<file path="src/rtl/pipelined_barrel_shifter.sv">
// pipelined_barrel_shifter: valid/ready SLL/SRL/SRA/ROR shifter, one mux stage per shift-amount bit
module pipelined_barrel_shifter #(
   parameter int WIDTH   = 32,
   parameter int SHAMT_W = $clog2(WIDTH),
   parameter int PIPE    = 1,
   parameter int TAG_W   = 5
) (
   input  logic               clock,
   input  logic               reset,
   input  logic               in_valid,
   output logic               in_ready,
   input  logic [WIDTH-1:0]   in_data,
   input  logic [SHAMT_W-1:0] in_shamt,
   input  logic [1:0]         in_op,
   input  logic [TAG_W-1:0]   in_tag,
   output logic               out_valid,
   input  logic               out_ready,
   output logic [WIDTH-1:0]   out_data,
   output logic [TAG_W-1:0]   out_tag
);
   localparam int N = PIPE != 0 ? SHAMT_W : 1;
   logic [N-1:0] v;
   logic [N:0] ld;
   logic [WIDTH-1:0] d [N];
   logic [SHAMT_W-1:0] s [N];
   logic [1:0] o [N];
   logic [TAG_W-1:0] t [N];
   logic [N-1:0] sv;
   logic [WIDTH-1:0] sd [N];
   logic [SHAMT_W-1:0] ss [N];
   logic [1:0] so [N];
   logic [TAG_W-1:0] st [N];
   // Applies mux stages lo..hi-1; SRA keeps the MSB, which always equals the operand's original sign.
   function automatic logic [WIDTH-1:0] shift_fn(input logic [WIDTH-1:0] x, input logic [SHAMT_W-1:0] sa,
                                                 input logic [1:0] op, input int lo, input int hi);
      logic [WIDTH-1:0] r;
      r = x;
      for (int k = 0; k < SHAMT_W; k++)
         if (k >= lo && k < hi && sa[k])
            r = op == 2'b00 ? r << (1 << k) :
                op == 2'b01 ? r >> (1 << k) :
                op == 2'b10 ? WIDTH'($signed(r) >>> (1 << k)) :
                (r >> (1 << k)) | (r << (WIDTH - (1 << k)));
      return r;
   endfunction
   always_comb begin
      ld[N] = out_ready;
      for (int j = N - 1; j >= 0; j--) ld[j] = !v[j] || ld[j+1];
      sv[0] = in_valid;
      sd[0] = in_data;
      ss[0] = in_shamt;
      so[0] = in_op;
      st[0] = in_tag;
      for (int j = 1; j < N; j++) begin
         sv[j] = v[j-1];
         sd[j] = d[j-1];
         ss[j] = s[j-1];
         so[j] = o[j-1];
         st[j] = t[j-1];
      end
   end
   // Payload only updates on a valid load, so idle-input values never reach the outputs.
   always_ff @(posedge clock or posedge reset)
      if (reset) begin
         v <= '0;
         for (int j = 0; j < N; j++) begin
            d[j] <= '0;
            s[j] <= '0;
            o[j] <= '0;
            t[j] <= '0;
         end
      end else
         for (int j = 0; j < N; j++)
            if (ld[j]) begin
               v[j] <= sv[j];
               if (sv[j]) begin
                  d[j] <= shift_fn(sd[j], ss[j], so[j], PIPE != 0 ? j : 0, PIPE != 0 ? j + 1 : SHAMT_W);
                  s[j] <= ss[j];
                  o[j] <= so[j];
                  t[j] <= st[j];
               end
            end
   assign in_ready  = ld[0];
   assign out_valid = v[N-1];
   assign out_data  = d[N-1];
   assign out_tag   = t[N-1];
endmodule

</file>
<file path="config.mk">
export PLATFORM = sky130hd
export DESIGN_NAME = pipelined_barrel_shifter
export DESIGN_NICKNAME = d
export VERILOG_FILES = /design/src/rtl/pipelined_barrel_shifter.sv
export SDC_FILE = /design/constraint.sdc
export NUM_CORES = 1
export LEC_CHECK = 0
export BUFFER_PORTS_ARGS = -buffer_cell sky130_fd_sc_hd__buf_2
export CAP_MARGIN = 20
export CORE_MARGIN = 5
export CORE_UTILIZATION = 27
export CTS_BUF_LIST = sky130_fd_sc_hd__clkbuf_2
export CTS_CLUSTER_DIAMETER = 30
export DETAILED_ROUTE_END_ITERATION = 10
export PLACE_DENSITY = 0.5
export SLEW_MARGIN = 25
export SYNTH_ARGS = -nofsm -noshare
export SYNTH_HDL_FRONTEND = slang
export SYNTH_SLANG_ARGS = --single-unit
</file>
<file path="constraint.sdc">
create_clock -name clock -period 15.72 [get_ports clock]
set_clock_uncertainty 0.05 [all_clocks]
set_input_delay 1.572 -clock clock [delete_from_list [all_inputs] [get_ports clock]]
set_output_delay 1.572 -clock clock [all_outputs]
set_load 0.03 [all_outputs]
</file>
==> impl_metrics.env <==
export IMPL_antenna_found_initial=2
export IMPL_fmax_ghz=0.252
export IMPL_synthMuxAreaShare_pct=5.47
export IMPL_dieArea_um2=44200
export IMPL_cts_tree="built"
export IMPL_clock_root_buffer="clkbuf_2"
export IMPL_slew_viol_final=0
export IMPL_comb_power_share_pct=33.5
export IMPL_post_cts_resized=0
export IMPL_first_pass_iters=6
export IMPL_cap_violations=0
export IMPL_dpl_cell_area_um2=11300
export IMPL_syn_nets=1304
export IMPL_switching_share_pct=42.7
export IMPL_coreArea_um2=39700
export IMPL_yosys_area_share_simple_pct=20.4
export IMPL_max_slew_margin_pct=29.8
export IMPL_p_per_area_nw_per_um2=171
export IMPL_cp_start_kind="input pin"
export IMPL_worst_slew_pin_slew_ns=1.05
export IMPL_yosysSeqAreaShare_pct=48.0
export IMPL_dp_hpwl_um=18800
export IMPL_path_max_fanout=6
export IMPL_worstPathRequired_ns=14.10
export IMPL_synth_cells=1256
export IMPL_setup_worst_path_start="out_ready"
export IMPL_slowest_delay_ns=0.23
export IMPL_nFillCells=4341
export IMPL_cp_cell_sequence="buf_2 -> nand4b_4 -> nor2_1 -> nand2_1 -> buf_2"
export IMPL_p_int_mw=1.17
export IMPL_syn_avg_cell_area_um2=8.62
export IMPL_clkPwrFrac_pct=21.1
export IMPL_initial_core_util_pct=27.3
export IMPL_yosys_cell_types_count=39
export IMPL_critical_path_class="in2out"
export IMPL_status="finished, final reports clean"
export IMPL_postLayoutCellArea_um2=12000
export IMPL_end_kind="output pin"
export IMPL_grt_pass1_vias=8459
export IMPL_grt_max_degree=77
export IMPL_path_buf_inv=2
export IMPL_synth_compound_area_share_pct=18.9
export IMPL_cellLeakagePower_nw=5.56
export IMPL_path_clk_slew_ns=0.09
export IMPL_vias=8651
export IMPL_cp_data_arrival_time_ns=2.34
export IMPL_p_seq_share_pct=45.5
export IMPL_fp_row_count=73
export IMPL_crit_slowest_cell="nand4b_4"
export IMPL_cts_buffers=67
export IMPL_crit_path_frequent_cell="buf_2"
export IMPL_layout_drive_gt1_share_pct=19.4
export IMPL_port_buffers=86
export IMPL_routed_wl_um=27300
export IMPL_die_w_um=210
export IMPL_die_h_um=210
export IMPL_synth_seq_cells=208
export IMPL_cts_sinks=208
export IMPL_drc=0
export IMPL_p_switching_mw=0.872
export IMPL_grt_usage_pct=12.3
export IMPL_clk_latency_ns=0.87
export IMPL_clock_path_buffers=3
export IMPL_syn_to_final_growth_pct=10.4
export IMPL_tns_ns=0
export IMPL_drtAntennaViolNets=0
export IMPL_min_delay_start="st[3]$_DFFE_PP0P_"
export IMPL_rsz0062_at_grt="no"
export IMPL_synth_top_family_by_area="simple AND/OR/NAND/NOR gates"
export IMPL_cp_top_family="simple AND/OR/NAND/NOR gates"
export IMPL_finalHoldViolations=0
export IMPL_grt_first_pass_wirelength_um=45100
export IMPL_synth_area_um2=10800
export IMPL_yosys_warnings=0
export IMPL_setup_viol_count_final=0
export IMPL_drtIter0Drc=461
export IMPL_io_pins=87
export IMPL_fin_crit_sh_pct=25.2
export IMPL_period_minus_slack_ns=3.96
export IMPL_synth_xor_area_share_pct=0.0809
export IMPL_overflow=0
export IMPL_routedWlPerCell_um=14.6
export IMPL_postCtsSetupBuffers=0
export IMPL_stdcell_count=1869
export IMPL_synthAdderAreaFrac_pct=0
export IMPL_h_tree_depth=3
export IMPL_nets=1346
export IMPL_hold_class="reg2reg"
export IMPL_dp_cells=1753
export IMPL_timing_rr_start="s[9]$_DFFE_PP0P_"
export IMPL_gp_congestion=0.765
export IMPL_vias_per_cell=4.63
export IMPL_peakVddDrop_v=0.0000461
export IMPL_holdBufCountCts=0
-- path summary, 6_finish.rpt --
check | to | slack (ns) | depth (start not counted)
worst max-delay path | in_ready | 11.76 | 5
worst min register to register | out_tag[3]$_DFFE_PP0P_ | 0.42 | 2
max in group asynchronous | d[158]$_DFFE_PP0P_ | 12.88 | 4
worst max register to register | out_data[11]$_DFFE_PP0P_ | 13.35 | 4
min in group asynchronous | d[74]$_DFFE_PP0P_ | 0.72 | 2
worst min-delay path | out_tag[3]$_DFFE_PP0P_ | 0.42 | 2
-- stage by stage --
| stage | power (mW) | setup WS, ns | utilization (%) | hold slack, ns |
|---|---|---|---|---|
| floorplan | 1.46 | 8.42 | - | 0.383 |
| global placement | 1.62 | 11.64 | 28.5 | 0.404 |
| detailed placement | 1.63 | 11.63 | 28.5 | 0.403 |
| CTS | 2.08 | 11.74 | 30.0 | 0.410 |
| global route | 2.22 | 11.66 | 30.1 | 0.401 |
| finish | 2.04 | 11.76 | 30.1 | 0.417 |
-- tightest hold or removal path: cells and delay by family (launching register included) --
| kind | cells | cell delay [ns] |
|---|---|---|
| flip-flops | 1 | 0.35 |
| AND/OR/NAND/NOR | 2 | 0.10 |
-- layout make-up --
class | instances | area (um^2) | share of cell area [%]
flip-flops and latches | 208 | 5210 | 43.5
multi-input cells | 912 | 4880 | 40.8
clock buffers | 88 | 440 | 3.68
well taps | 525 | 657 | 5.49
repair buffers | 101 | 569 | 4.76
inverters | 8 | 37.5 | 0.314
diodes | 3 | 7.51 | 0.0628
clock inverters | 24 | 163 | 1.36
-- layout by cell type (no fill, tap or decap), drive strengths merged --
| cell type | n |
|---|---|
| a311oi | 2 |
| nand4b | 1 |
| dfrtp | 208 |
| nand4 | 2 |
| nor2 | 97 |
| nand3b | 2 |
| a31oi | 13 |
| diode | 3 |
| inv | 9 |
| xnor2 | 1 |
| a21oi | 22 |
| a211oi | 30 |
| o211ai | 1 |
| mux2i | 30 |
| and3 | 53 |
| o22ai | 2 |
| clkbuf | 88 |
| a21o | 31 |
| o21ai | 192 |
| clkinv | 20 |
| nor2b | 17 |
| bufinv | 2 |
| nand3 | 1 |
| buf | 101 |
| o21a | 1 |
| mux2 | 26 |
| clkinvlp | 1 |
| nand2 | 326 |
| or2 | 5 |
| a221oi | 19 |
| nand2b | 3 |
| and2 | 10 |
| a31o | 25 |
-- state kept, by name, summed over array words and instances, names as in the netlist --
register / flops
d: 128
o: 8
out_data: 32
out_tag: 5
s: 10
st: 20
v: 5
-- cells in the mapped netlist --
cell / number / area, um^2
buf_4: 44 / 330
nand2_1: 326 / 1220
nand4b_4: 1 / 23.8
a31o_2: 25 / 219
nand2b_1: 3 / 18.8
nand4_1: 2 / 12.5
nor2_1: 95 / 357
or2_1: 1 / 6.26
a221oi_1: 19 / 166
xnor2_1: 1 / 8.76
a21o_1: 31 / 233
and3_1: 53 / 332
a31oi_1: 13 / 81.3
o21ai_1: 35 / 175
mux2i_1: 30 / 300
a311oi_1: 2 / 17.5
buf_2: 41 / 205
clkbuf_1: 35 / 131
mux2_1: 6 / 67.6
nor2b_1: 17 / 106
nand3_1: 1 / 5.00
clkbuf_2: 3 / 15.0
a21oi_1: 22 / 110
o21ai_2: 2 / 17.5
nand3b_1: 2 / 15.0
inv_1: 6 / 22.5
o211ai_1: 1 / 7.51
or2_2: 4 / 25.0
mux2_2: 20 / 225
buf_6: 5 / 56.3
o21a_1: 1 / 7.51
nor2_4: 2 / 22.5
inv_2: 1 / 3.75
o22ai_1: 2 / 12.5
and2_1: 10 / 62.6
a211oi_1: 30 / 225
clkinv_1: 1 / 3.75
o21ai_0: 155 / 776
dfrtp_1: 208 / 5200
-- power groups by stage --
stage	logic, mW	clock network [mW]	registers (mW)
floorplan	0.607	0	0.857
global placement	0.683	0	0.934
detailed placement	0.692	0	0.942
CTS	0.693	0.457	0.930
global route	0.775	0.485	0.959
finish	0.683	0.430	0.927
-- logic make-up after synthesis --
family                 Yosys count
AND/OR/NAND/NOR                517
AO/OA/AOI/OAI                  338
flip-flops                     208
buffers and inverters          136
multiplexers                    56
XOR/XNOR                         1
-- layer usage --
metal  track usage [%]  wire [um]  vias up
li1                  -          -     4404
met1              17.4      13500     4023
met2              18.4      11800      184
met3              3.13       1470       40
met4              4.03        516        0
met5                 0          0        -
Note: power is estimated with default switching activity, not from simulation.
